**src/rtl/spi_shifter_gen.sv**
```systemverilog
// SPI slave shifter with parametrised width, mode and bit order, oversampled in clk.
// state | meaning: IDLE = ssn high, sck ignored; ACTIVE = frame in progress.
module spi_shifter_gen #(
  parameter int                    DATA_WIDTH  = 8,
  parameter bit                    CPOL        = 1'b0,
  parameter bit                    CPHA        = 1'b0,
  parameter bit                    MSB_FIRST   = 1'b1,
  parameter int                    TX_DEPTH    = 2,
  parameter logic [DATA_WIDTH-1:0] FILL        = '1,
  parameter int                    SYNC_STAGES = 2
) (
  input  logic                  clk,
  input  logic                  rst,
  input  logic                  sck_i,
  input  logic                  ssn_i,
  input  logic                  mosi_i,
  output logic                  miso_o,
  output logic                  miso_oe_o,
  output logic [DATA_WIDTH-1:0] rx_dat_o,
  output logic                  rx_vld_o,
  input  logic [DATA_WIDTH-1:0] tx_dat_i,
  input  logic                  tx_vld_i,
  output logic                  tx_rdy_o,
  output logic                  tx_overrun_o,
  output logic                  tx_underrun_o,
  output logic                  tx_word_done_o,
  output logic                  start_o,
  output logic                  busy_o,
  output logic [15:0]           word_cnt_o
);

  localparam logic [0:0] ST_IDLE   = 1'b0;
  localparam logic [0:0] ST_ACTIVE = 1'b1;
  localparam int PW = $clog2(TX_DEPTH);
  localparam int CW = PW + 1;
  localparam int BW = $clog2(DATA_WIDTH);

  logic [SYNC_STAGES-1:0] sck_sync_q, ssn_sync_q, mosi_sync_q;
  logic                   sck_prev_q, ssn_prev_q;
  logic                   sck_s, ssn_s, mosi_s;
  logic                   sck_rise, sck_fall, ssn_rise, ssn_fall;
  logic                   sample_edge, shift_edge, start_cond, stop_cond, load, pop, push, full;

  logic [0:0]            state_q, state_d;
  logic [BW-1:0]         bit_cnt_q, bit_cnt_d;
  logic [DATA_WIDTH-1:0] rx_sr_q, rx_sr_d, rx_dat_q, rx_dat_d, tx_sr_q, tx_sr_d;
  logic                  rx_vld_q, rx_vld_d, done_q, done_d, miso_q, miso_d;
  logic                  underrun_q, underrun_d, start_q, start_d, overrun_q;
  logic [15:0]           word_cnt_q, word_cnt_d;

  logic [DATA_WIDTH-1:0] fifo_q [TX_DEPTH];
  logic [PW-1:0]         wr_ptr_q, rd_ptr_q;
  logic [CW-1:0]         count_q;

  // ssn chain resets to "selected" so a frame already running at reset release never starts
  always_ff @(posedge clk) begin
    if (rst) begin
      sck_sync_q  <= {SYNC_STAGES{CPOL}};
      ssn_sync_q  <= '0;
      mosi_sync_q <= '0;
      sck_prev_q  <= CPOL;
      ssn_prev_q  <= 1'b0;
    end else begin
      sck_sync_q  <= {sck_sync_q[SYNC_STAGES-2:0], sck_i};
      ssn_sync_q  <= {ssn_sync_q[SYNC_STAGES-2:0], ssn_i};
      mosi_sync_q <= {mosi_sync_q[SYNC_STAGES-2:0], mosi_i};
      sck_prev_q  <= sck_s;
      ssn_prev_q  <= ssn_s;
    end
  end

  assign sck_s    = sck_sync_q[SYNC_STAGES-1];
  assign ssn_s    = ssn_sync_q[SYNC_STAGES-1];
  assign mosi_s   = mosi_sync_q[SYNC_STAGES-1];
  assign sck_rise = sck_s & ~sck_prev_q;
  assign sck_fall = ~sck_s & sck_prev_q;
  assign ssn_rise = ssn_s & ~ssn_prev_q;
  assign ssn_fall = ~ssn_s & ssn_prev_q;

  assign sample_edge = (state_q == ST_ACTIVE) && ((CPOL ^ CPHA) ? sck_fall : sck_rise);
  assign shift_edge  = (state_q == ST_ACTIVE) && ((CPOL ^ CPHA) ? sck_rise : sck_fall);
  assign start_cond  = ssn_fall && (state_q == ST_IDLE);
  assign stop_cond   = ssn_rise && (state_q == ST_ACTIVE);
  // a shift edge with bit_cnt==0 is always the first shift edge of a word in both phases
  assign load = ((CPHA == 1'b0) && start_cond) || (shift_edge && (bit_cnt_q == '0));
  assign pop  = load && (count_q != '0);
  assign full = (count_q == CW'(TX_DEPTH));
  assign push = tx_vld_i && !full;

  always_comb begin
    state_d    = state_q;
    bit_cnt_d  = bit_cnt_q;
    rx_sr_d    = rx_sr_q;
    rx_dat_d   = rx_dat_q;
    rx_vld_d   = 1'b0;
    done_d     = 1'b0;
    word_cnt_d = word_cnt_q;
    tx_sr_d    = tx_sr_q;
    miso_d     = miso_q;
    underrun_d = 1'b0;
    start_d    = 1'b0;
    if (start_cond) begin
      state_d    = ST_ACTIVE;
      start_d    = 1'b1;
      word_cnt_d = '0;
      bit_cnt_d  = '0;
    end
    if (sample_edge) begin
      rx_sr_d = MSB_FIRST ? {rx_sr_q[DATA_WIDTH-2:0], mosi_s} : {mosi_s, rx_sr_q[DATA_WIDTH-1:1]};
      if (bit_cnt_q == BW'(DATA_WIDTH - 1)) begin
        rx_dat_d  = rx_sr_d;
        rx_vld_d  = 1'b1;
        done_d    = 1'b1;
        bit_cnt_d = '0;
        if (word_cnt_q != 16'hFFFF) word_cnt_d = word_cnt_q + 16'd1;
      end else begin
        bit_cnt_d = bit_cnt_q + BW'(1);
      end
    end
    if (load) begin
      tx_sr_d    = pop ? fifo_q[rd_ptr_q] : FILL;
      underrun_d = !pop;
    end else if (shift_edge) begin
      tx_sr_d = MSB_FIRST ? {tx_sr_q[DATA_WIDTH-2:0], 1'b0} : {1'b0, tx_sr_q[DATA_WIDTH-1:1]};
    end
    if (load || shift_edge) miso_d = MSB_FIRST ? tx_sr_d[DATA_WIDTH-1] : tx_sr_d[0];
    if (stop_cond) begin
      state_d   = ST_IDLE;
      bit_cnt_d = '0;
      miso_d    = 1'b0;
    end
  end

  always_ff @(posedge clk) begin
    if (rst) begin
      state_q    <= ST_IDLE;
      bit_cnt_q  <= '0;
      rx_sr_q    <= '0;
      rx_dat_q   <= '0;
      rx_vld_q   <= 1'b0;
      done_q     <= 1'b0;
      word_cnt_q <= '0;
      tx_sr_q    <= '0;
      miso_q     <= 1'b0;
      underrun_q <= 1'b0;
      start_q    <= 1'b0;
      overrun_q  <= 1'b0;
      wr_ptr_q   <= '0;
      rd_ptr_q   <= '0;
      count_q    <= '0;
    end else begin
      state_q    <= state_d;
      bit_cnt_q  <= bit_cnt_d;
      rx_sr_q    <= rx_sr_d;
      rx_dat_q   <= rx_dat_d;
      rx_vld_q   <= rx_vld_d;
      done_q     <= done_d;
      word_cnt_q <= word_cnt_d;
      tx_sr_q    <= tx_sr_d;
      miso_q     <= miso_d;
      underrun_q <= underrun_d;
      start_q    <= start_d;
      overrun_q  <= tx_vld_i && full;
      if (push) wr_ptr_q <= wr_ptr_q + PW'(1);
      if (pop)  rd_ptr_q <= rd_ptr_q + PW'(1);
      unique case ({push, pop})
        2'b10:   count_q <= count_q + CW'(1);
        2'b01:   count_q <= count_q - CW'(1);
        default: count_q <= count_q;
      endcase
    end
  end

  always_ff @(posedge clk) begin
    if (push) fifo_q[wr_ptr_q] <= tx_dat_i;
  end

  assign miso_o         = miso_q;
  assign miso_oe_o      = (state_q == ST_ACTIVE);
  assign busy_o         = (state_q == ST_ACTIVE);
  assign rx_dat_o       = rx_dat_q;
  assign rx_vld_o       = rx_vld_q;
  assign tx_rdy_o       = !full;
  assign tx_overrun_o   = overrun_q;
  assign tx_underrun_o  = underrun_q;
  assign tx_word_done_o = done_q;
  assign start_o        = start_q;
  assign word_cnt_o     = word_cnt_q;

endmodule
```
**config.mk**
```make
export PLATFORM = sky130hd
export DESIGN_NAME = spi_shifter_gen
export DESIGN_NICKNAME = d
export VERILOG_FILES = /design/src/rtl/spi_shifter_gen.sv
export SDC_FILE = /design/constraint.sdc
export NUM_CORES = 1
export LEC_CHECK = 0
export ABC_AREA = 1
export BUFFER_PORTS_ARGS = -buffer_cell sky130_fd_sc_hd__buf_2
export CAP_MARGIN = 20
export CORE_UTILIZATION = 61
export CTS_CLUSTER_SIZE = 14
export DETAILED_ROUTE_END_ITERATION = 8
export GPL_ROUTABILITY_DRIVEN = 0
export PLACE_DENSITY_LB_ADDON = 0.08
export SYNTH_ARGS = -nofsm -noshare
export SYNTH_HDL_FRONTEND = slang
export SYNTH_SLANG_ARGS = --single-unit
```
**constraint.sdc**
```tcl
create_clock -name clk -period 3.4 [get_ports clk]
set_input_delay 0.34 -clock clk [delete_from_list [all_inputs] [get_ports clk]]
set_output_delay 0.34 -clock clk [all_outputs]
set_load 0.05 [all_outputs]
```
Yosys cells after proc, flatten, opt, wreduce, memory -nomap -nowiden. Memory sizes are Yosys's and may differ from the RTL's. A register that Yosys moved wholly into a read port is not among the register bits. Cells that the tools add are included.

Bitwise logic cells: 11. Add/sub/neg operators: 6. Mux-type cells: 17. Reduce and logical (&&, ||, !) cells: 21. Eq/ne operators: 5.

Operators by type and width (count): 2-to-1 mux 16 bit (4); 2-to-1 mux 8 bit (3); adder 16 x 1 -> 16 bit, second input constant (1); != test 16 bit, second input constant (1); 2-to-1 mux 3 bit (3); logical AND 1 bit (8); nonzero test 2 bit (4); inverter 1 bit (7); 2-to-1 mux 1 bit (6); OR reduction 2 bit (3); AND 1 bit (4); equality test 2 bit, second input constant (2); case mux 2 bit (2 select lines) (1); adder 3 x 1 -> 3 bit, second input constant (1); equality test 3 bit, second input constant (1); logical NOT 3 bit (1); adder 1 bit, second input constant (2); adder 2 x 1 -> 2 bit, second input constant (1); equality test 2 x 1 -> 1 bit, second input constant (1); logical NOT 1 bit (2); logical OR 1 bit (2); AND reduction 2 bit (1); subtractor 2 x 1 -> 2 bit, second input constant (1).

Output and inout bits: 33. RAM bits: 16. Memories kept: 1. Logic and storage cells: 81. Input port bits: 14. Register bits: 60.

Memories: fifo_q (depth 2, width 8, read ports 1, clocked after memory_dff 1, wr ports 1, RTL line 51) `logic [DATA_WIDTH-1:0] fifo_q [TX_DEPTH];`.

Longest topological paths before layout. Gate-level depths: netlist of the first run.

Depth in word-level cells: 8. Depth in mapped cells: 9. Depth with buffers taken out: 9.

Worst setup path before layout of the first run. No wires, ideal clock.

Path kind: register to register. From: register word_cnt_q[1], in the netlist word_cnt_o[1]. To: register word_cnt_q[0], in the netlist word_cnt_o[0]. Slack: 1587 ps. Data arrival time: 1700 ps. Cell stages (with the launch flop): 10. Data required time: 3287 ps. Period minus slack after synthesis: 1813 ps. Path through: dfxtp_1 -> ha_1 -> nand2_2 -> nor2_8 -> nand4_4 -> nand2_4 -> buf_8 -> nand2_1 -> nand2_1 -> nor2_1.

Word-level cells in the longest chain between the ends: 4.

Ends and longest elaborated chain: start, declared (RTL line 49) `logic [15:0] word_cnt_q, word_cnt_d;`; start signal, assigned (RTL line 158) `word_cnt_q <= word_cnt_d;`; != test 16 bit (RTL line 115) `if (word_cnt_q != 16'hFFFF) word_cnt_d = word_cnt_q + 16'd1;`; 2-to-1 mux 16 bit (RTL line 115); 2-to-1 mux 16 bit (RTL line 110) `if (bit_cnt_q == BW'(DATA_WIDTH - 1)) begin`; 2-to-1 mux 16 bit (RTL line 108) `if (sample_edge) begin`.

No other way between the ends. A chain may end at the register's enable or synchronous reset.

Worst setup path after layout of the first run.
From: register bit_cnt_q[1]. To: register word_cnt_q[8], in the netlist word_cnt_o[8].

Word-level cells in the longest chain between the ends: 3.

Ends and longest elaborated chain: start, declared (RTL line 45) `logic [BW-1:0] bit_cnt_q, bit_cnt_d;`; start signal, assigned (RTL line 153) `bit_cnt_q <= bit_cnt_d;`; equality test 3 bit (RTL line 110); 2-to-1 mux 16 bit (RTL line 110); 2-to-1 mux 16 bit (RTL line 108).

No other way between the ends.

==> results.yml, run 1 <==
status:
  status: "completed"
synth:
  ys_seq_area_share_pct: 50.0
  synth_most_common_cell: "nand2_1"
  yosysTopAreaCell: "dfxtp_1"
  synth_area_leaders: "dfxtp_1 36%, edfxtp_1 14%, nand2_1 13%"
  synth_top_area_share_pct: 35.9
  ys_types: 34
  synth-seq-cells: 77
  yosysWarnings: 0
  synthTopCellsByCount: "115 x nand2_1, 78 x nor2_1, 61 x dfxtp_1"
  syn_nets: 460
  async_reset_ff_share_pct: 0
  avgSynthCellArea_um2: 7.70
  syn_inst: 442
  syn_area_um2: 3400
  ys.flop_type: "dfxtp_1"
  synth_edf_count: 16
min_path:
  holdCritPathClass: "input pin to register"
drt:
  drt_iter0_drc: 153
  ant_nets: 0
  via_count: 2806
  viasPerCell: 5.02
  routed_wl_um: 6300
  drcViolationCount: 0
  drt_first_pass_iters: 4
  wl_per_cell_um: 11.3
global_route:
  grt_max_degree: 32
  overflow: 0
  antenna_found_initial: 0
  grt_usage_pct: 23.3
  first_global_vias: 2545
  grt_pass1_wl_um: 10700
cells_and_area:
  antenna_cells: 0
  fin_nets: 502
  final_cells: 559
  post-route-cell-area_um2: 3820
  drive_above_1_share_pct: 17.2
  syn2layout_area_growth_pct: 12.2
clock_network:
  cts_tree: "built"
  clk_latency_ns: 0.35
  clk_pin_slew_ns: 0.08
  postCtsResizedCells: 0
  htree_levels: 3
  postCtsSetupBuffers: 0
  clockBufferDepth: 2
  clockRootBuffer: "clkbuf_8"
  clock_sinks: 77
  ctsHoldBuffers: 0
  numCtsBuffers: 9
die:
  core_um2: 5240
  fp.dieH_um: 76.7
  io_pins: 47
  start_util_pct: 65.0
  die-width_um: 76.7
  rows: 26
  dieArea_um2: 5880
sta:
  clock_skew_ns: 0.00567
  hold_violations: 0
  post-route-period-util_pct: 53.4
  fmax_mhz: 551
  tns_ns: 0
  layout_min_cycle_time_ns: 1.81
  drv_slew: 0
  holdWs_ns: 0.173
  setup_viol: 0
  max-slew-margin-rel_pct: 49.1
  rsz0062_at_grt: "false"
  tightest_slew_ns: 0.763
setup_path:
  worstPathRequired_ns: 3.64
  path_class: "register to register"
  critPathMaxFanout: 20
  end_kind: "register"
  cp.arrival_ns: 2.06
  critPathLaunchType: "register"
pwr:
  ir_drop_mv: 0.316
  p_per_area_nw_per_um2: 450
  p_leak_nw: 1.71
placement:
  placed_cell_area_um2: 3630
  post-place-cells: 543
  dp_hpwl_um: 4280
  port_buffers: 46
job:
  drv_cap: 0
[sequential cells by signal, indices dropped and copies added (netlist names), 3 cells and up, named ones only]
signal	flops
fifo_q	16
word_cnt_o	16
rx_dat_o	8
tx_sr_q	8
rx_sr_q	7
bit_cnt_q	3
[final timing paths]
path	startpoint	cells after the start	slack, ns	to
min reg2reg	mosi_sync_q[0]	2	0.40	mosi_sync_q[1]
max	bit_cnt_q[1]	7	1.59	word_cnt_o[8]
min	tx_dat_i[7]	1	0.17	fifo_q[1][7]
max reg2reg	bit_cnt_q[1]	7	1.59	word_cnt_o[8]
[placed cells by master (no fill, tap or decap), types with 2 or more instances in the layout]
cell type  instances
inv_1             43
nor3_1             2
a31oi_1            5
nand4_1            2
nand3_1           31
nand2_1          115
inv_2              3
a21oi_1           20
nand2_2            3
a21oi_2            2
nor2_4             2
nor2_1            78
a22oi_1            3
edfxtp_1          16
clkbuf_8          10
o21ai_0           20
dfxtp_1           61
ha_1               4
o21ai_1            2
buf_2             46
clkinv_2           3
nand3_2            4
[cell type report]
cell class,count,area [µm²]
flip-flops and latches,77,1700
clock buffers,11,163
clock inverters,5,31.3
fillers,438,1420
inverters,47,176
repair buffers,47,238
well taps,70,87.6
multi-input cells,302,1420
[where the power goes]
part / switching, mW / leakage, nW / internal [mW]
logic: 0.0638 / 0.962 / 0.0265
clock network: 0.330 / 0.101 / 0.328
registers: 0.0111 / 0.644 / 0.959
[metal layers]
layer	vias to the layer above	wire, µm	GRT usage (%)
met1	1224	2860	26.2
met3	16	269	5.00
met4	0	179	15.8
met2	75	3000	39.6
met5	-	0	0
li1	1491	-	-
[critical path, cell delays in order, from the launching register on]
cell and delay, ns:
dfxtp_1 0.36, ha_1 0.17, ha_1 0.15, inv_1 0.07
nor2_4 0.46, nand2_4 0.23, o21ai_0 0.20, nor2_1 0.06
[cell families (layout without fill, tap and decap cells)]
kind of cell             Yosys count  count (layout)  share of synthesized area [%]
AND/OR/NAND/NOR                  243             243                           31.4
buffers and inverters             63             110                           8.19
AO/OA/AOI/OAI                     55              55                           8.97
flip-flops                        77              77                           50.0
adder cells (fa/ha/maj)            4               4                           1.47
[through the flow]
stage	utilization (%)	worst slack [ns]	total power, mW
CTS	73.0	1.59	1.74
global placement	69.3	1.67	1.08
detailed placement	69.3	1.60	1.08
floorplan	-	1.59	1.06
global route	73.0	1.45	1.78
finish	73.0	1.59	1.72
(Power assumes the default switching activity.)
==> run 2: changes to the inputs <==
Settings changed: ABC_AREA 1 to 0, CORE_UTILIZATION 61 to 56.
Clock period 3.4 ns to 1.8 ns, I/O delays scaled along.
==> run 2 against run 1 <==
Total power rose by 91%. Worst setup slack lost 1.5 ns. Combinational power rose by 120%. Critical endpoint is now word_cnt_o[3]. Critical path depth rose by 1. First-iteration DRC count stayed put. Largest power group unchanged. Largest cell class unchanged. Die area is 3.7% higher.
==> results.yml, run 2 <==
setup_path:
  cp_num_buf_inv: 1
  cp.arrival_ns: 2.04
  max_stage_delay_ns: 0.39
  cp_cell_sequence: "ha_4, ha_4, and4b_2, or3_4, o21ai_4, buf_6, a21o_2, a22o_1"
  slowest_stage: "or3_4"
  critPathMaxFanout: 6
  r2r-end: "word_cnt_o[3]"
  cp_common_cell: "ha_4"
  worstPathRequired_ns: 2.09
  reg2reg_slack_ns: 0.05
  path_class: "register to register"
  crit_family: "simple AND/OR/NAND/NOR gates"
  reg2reg_from: "bit_cnt_q[0]"
  worstRegToRegCells: 8
  critPathLaunchType: "register"
  end_kind: "register"
sta:
  fin_ws_ns: 0.0464
  clock_skew_ns: 0.00700
  fmax_mhz: 570
  post-route-period-util_pct: 97.4
  tightest_slew_ns: 0.601
  hold_violations: 0
  setup_viol: 0
  layout_min_cycle_time_ns: 1.75
  max-slew-margin-rel_pct: 59.8
  drv_slew: 0
  rsz0062_at_grt: "true"
drt:
  routed_wl_um: 6830
  drt_first_pass_iters: 4
  viasPerCell: 5.46
  drt_iter0_drc: 153
  via_count: 2714
  ant_nets: 0
  drcViolationCount: 0
  wl_per_cell_um: 13.7
clock_network:
  clock_sinks: 76
  clockRootBuffer: "clkbuf_8"
  cts_tree: "built"
  numCtsBuffers: 9
  clockBufferDepth: 2
  clk_pin_slew_ns: 0.08
  htree_levels: 3
  clk_latency_ns: 0.35
synth:
  yosys.area_share.simple_pct: 23.5
  syn_nets: 364
  synth_top_family_by_area: "simple AND/OR/NAND/NOR gates"
  yosys.area_share.adder_pct: 1.54
  yosysTopAreaCell: "dfxtp_1"
  ys_types: 60
  ys_seq_area_share_pct: 51.9
  synth_area_leaders: "dfxtp_1 37%, edfxtp_1 15%, nand2_1 5.9%"
  yosysWarnings: 0
  synth_top_area_share_pct: 37.0
  ys.flop_type: "dfxtp_1"
  synth_compound_area_share_pct: 16.9
  syn_area_um2: 3240
  synthXorXnorAreaFrac_pct: 0.810
  muxShareOfSynthArea_pct: 2.01
  synthTopCellsByCount: "60 x dfxtp_1, 51 x nand2_1, 33 x a21oi_1"
  synth_most_common_cell: "dfxtp_1"
  async_reset_ff_share_pct: 0
  syn_inst: 346
  synth-seq-cells: 76
  avgSynthCellArea_um2: 9.37
  synth_edf_count: 16
cells_and_area:
  layout_common_cells: "51 x nand2_1, 46 x buf_2, 42 x dfxtp_1"
  drive_above_1_share_pct: 34.8
  antenna_cells: 0
  syn2layout_area_growth_pct: 25.8
  post-route-cell-area_um2: 4080
  final_cells: 497
  fin_nets: 438
  final_common_cell: "nand2_1"
  nFillCells: 411
global_route:
  grt_usage_pct: 23.7
  grt_pass1_wl_um: 11200
  antenna_found_initial: 0
  first_global_vias: 2525
  grt_max_degree: 27
  overflow: 0
status:
  status: "completed"
pwr:
  ir_drop_mv: 0.735
  p_leak_nw: 1.59
  p_per_area_nw_per_um2: 804
die:
  core_um2: 5540
  dieArea_um2: 6100
  die-width_um: 78.1
  io_pins: 47
  rows: 27
  fp.dieH_um: 78.1
  start_util_pct: 58.5
placement:
  placed_cell_area_um2: 3760
  port_buffers: 46
  post-place-cells: 477
  dp_worst_setup_slack_ns: 0.0345
  dp_hpwl_um: 4690
min_path:
  hp-start: "tx_dat_i[7]"
  min_to: "fifo_q[0][7]"
  holdPathStages: 1
  holdCritPathClass: "input pin to register"
job:
  drv_cap: 0
## run 2: cell count changes in the layout (fill, tap and decap cells not counted), moves of 7 or more
cell      change
inv_1        -37
a211oi_1      +9
dfxtp_1      -19
nor2_1       -48
nor2b_1      +14
dfxtp_4       +7
nand3_1      -19
dfxtp_2      +11
a21oi_1      +13
buf_4        +31
o21ai_0       -9
nand2_1      -64
## run 2: per-layer routing
layer | wire (µm) | vias up | track usage (%)
met1 | 3040 | 1272 | 29.2
li1 | - | 1376 | -
met3 | 240 | 13 | 5.12
met4 | 106 | 0 | 10.2
met2 | 3440 | 53 | 40.1
met5 | 0 | - | 0
## run 2: area by class of cell
cell class / instances / area (µm²) / area share (%)
clock buffer: 13 / 180 / 4.42
clock inverter: 3 / 18.8 / 0.460
inverter: 7 / 26.3 / 0.644
multi-input combinational: 246 / 1550 / 38.0
sequential: 76 / 1720 / 42.2
tap: 72 / 90.1 / 2.21
timing repair buffer: 80 / 493 / 12.1
## run 2: logic make-up after synthesis
logic type / after synthesis
and+or+nand+nor: 148
AOI/OAI and AO/OA: 85
DFF: 76
buffers and inverters: 24
muxes: 6
adders and majority gates: 4
xor gates and xnor gates: 3
## run 2: how the worst max path moves through the flow
stage	end	depth (start not counted)	slack, ns	startpoint
floorplan	word_cnt_o[14]	7	0.0000009	busy_o
global placement	word_cnt_o[3]	8	0.05	bit_cnt_q[0]
detailed placement	word_cnt_o[3]	8	0.03	bit_cnt_q[0]
CTS	word_cnt_o[3]	8	0.002	bit_cnt_q[0]
global route	count_q[0]	9	-0.01	bit_cnt_q[0]
finish	word_cnt_o[3]	8	0.05	bit_cnt_q[0]
## run 2: what timing repair did
item / in CTS / in global routing
resized for setup: 3 / 20
pin swaps: 1 / 2
setup buffers: 1 / 3
hold buffers: 0 / 0
endpoints found under the setup margin: 4 / 17
## run 2: power breakdown
part | internal [mW] | total, mW | switching [mW]
logic | 0.0801 | 0.196 | 0.116
registers | 1.78 | 1.80 | 0.0254
clock network | 0.659 | 1.28 | 0.619
## run 2: per-stage QoR
step / setup TNS (ns) / hold slack, ns / power [mW] / util (%)
after CTS: 0 / 0.00553 / 3.29 / 71.9
final: 0 / 0.0158 / 3.28 / 73.6
after floorplan: 0 / 0.279 / 1.97 / -
after global placement: 0 / 0.368 / 2.03 / 68.0
after detailed placement: 0 / 0.371 / 2.03 / 68.0
after global routing: -0.0196 / 0.00339 / 3.40 / 73.6
==> run 3: changes to the inputs <==
Settings changed: CORE_UTILIZATION 56 to 30.
==> run 3 against run 2 <==
Combinational power rose by 9%. Core utilization fell by 33 points. Worst setup slack got worse by 0.025 ns. Non-clock buffer count rose by 4. Count of clock-buffer cells in the layout fell by 3. Critical endpoint unchanged.
==> results.yml, run 3 (synthesis results as in run 2) <==
status:
  status: "completed"
die:
  fp.dieH_um: 106
  dieArea_um2: 11200
  core_um2: 10400
  start_util_pct: 31.1
  rows: 37
  die-width_um: 106
  io_pins: 47
drt:
  wl_per_cell_um: 12.9
  via_count: 2652
  viasPerCell: 4.69
  ant_nets: 0
  drt_iter0_drc: 90
  drt_first_pass_iters: 4
  routed_wl_um: 7270
  drcViolationCount: 0
clock_network:
  htree_levels: 3
  cts_tree: "built"
  clk_pin_slew_ns: 0.09
  clk_latency_ns: 0.35
  clock_sinks: 76
  numCtsBuffers: 9
  clockBufferDepth: 2
  clockRootBuffer: "clkbuf_8"
setup_path:
  cp.arrival_ns: 2.07
  reg2reg_from: "word_cnt_o[1]"
  worstPathRequired_ns: 2.09
  reg2reg_slack_ns: 0.02
  critPathLaunchType: "register"
  critPathMaxFanout: 6
  path_class: "register to register"
  r2r-end: "word_cnt_o[3]"
  startpoint: "word_cnt_o[1]"
  crit_end: "word_cnt_o[3]"
  end_kind: "register"
  worstRegToRegCells: 7
pwr:
  finalPower_mw: 3.59
  ir_drop_mv: 0.512
  p_leak_nw: 1.64
  p_per_area_nw_per_um2: 842
cells_and_area:
  post-route-util_pct: 41.0
  final_common_cell: "nand2_1"
  syn2layout_area_growth_pct: 31.6
  antenna_cells: 0
  fin_nets: 442
  final_cells: 565
  drive_above_1_share_pct: 35.2
  layout_common_cells: "48 x nand2_1, 46 x buf_2, 42 x dfxtp_1"
min_path:
  hp-start: "tx_dat_i[3]"
  holdCritPathClass: "input pin to register"
sta:
  fmax_mhz: 562
  tightest_slew_ns: 0.518
  hold_violations: 0
  post-route-period-util_pct: 98.8
  max-slew-margin-rel_pct: 65.3
  drv_slew: 0
  clock_skew_ns: 0.0108
  rsz0062_at_grt: "true"
  setup_viol: 0
  layout_min_cycle_time_ns: 1.78
global_route:
  overflow: 0
  grt_pass1_wl_um: 11800
  grt_max_degree: 36
  grt_usage_pct: 13.4
  first_global_vias: 2440
  antenna_found_initial: 0
placement:
  port_buffers: 46
  post-place-cells: 538
  dp_hpwl_um: 5020
job:
  drv_cap: 0
run 3: per-layer routing:
layer  track usage, %  wire length (µm)  share of wire [%]  vias to the layer above
met5                0                 0                  0                        -
met4             4.66                83                1.1                        0
met3             4.05               244                3.4                        7
met2             21.8              3430                 47                       41
met1             16.9              3510                 48                     1218
li1                 -                 -                  -                     1386
run 3: area by class of cell:
cell class,instances,area [µm²]
well taps,136,170
inverters,7,26.3
clock inverters,6,111
fillers,1086,6150
flip-flops and latches,76,1720
multi-input cells,246,1550
repair buffers,84,563
clock buffers,10,128
run 3: worst min-delay path by stage:
stage          slack [ns]            to  depth (start not counted)
2_1_floorplan        0.28  fifo_q[0][0]                          0
3_3_place_gp         0.37  fifo_q[1][4]                          1
3_5_place_dp         0.37  fifo_q[1][7]                          1
4_1_cts            0.0004  fifo_q[0][2]                          1
5_1_grt            0.0002  fifo_q[0][3]                          1
6_report             0.03  fifo_q[1][3]                          1
run 3: repair_timing:
| action | 4_1_cts | 5_1_grt |
|---|---|---|
| setup endpoints to repair | 5 | 16 |
| hold buffers | 6 | 1 |
| endpoints found under the hold margin | 12 | 2 |
| pin swaps | 0 | 5 |
| gates cloned | 0 | 1 |
| resized for setup | 1 | 28 |
| setup buffers | 0 | 3 |
run 3: where the power goes:
| part | switching [mW] | internal [mW] |
|---|---|---|
| logic | 0.119 | 0.0950 |
| registers | 0.0238 | 1.78 |
| clock network | 0.651 | 0.925 |
| total | 0.794 | 2.80 |
run 3: per-stage QoR:
| step | setup TNS (ns) | setup WS [ns] | hold slack, ns | instance area [µm²] |
|---|---|---|---|---|
| 2_1_floorplan | 0 | 0.000000888 | 0.279 | 3320 |
| 3_3_place_gp | 0 | 0.0387 | 0.367 | 3830 |
| 3_5_place_dp | -0.000652 | -0.000652 | 0.371 | 3830 |
| 4_1_cts | -0.0386 | -0.0142 | 0.000375 | 4130 |
| 5_1_grt | -0.202 | -0.0462 | 0.000154 | 4270 |
| 6_report | 0 | 0.0213 | 0.0325 | 4270 |
run 3: critical path: stages, from the launching register on:
cell and delay (ns):
dfxtp_4 0.39, ha_4 0.16, nand3_4 0.09, or4_4 0.52, o21ai_4 0.21, buf_12 0.16
a21o_4 0.08, a22o_1 0.11
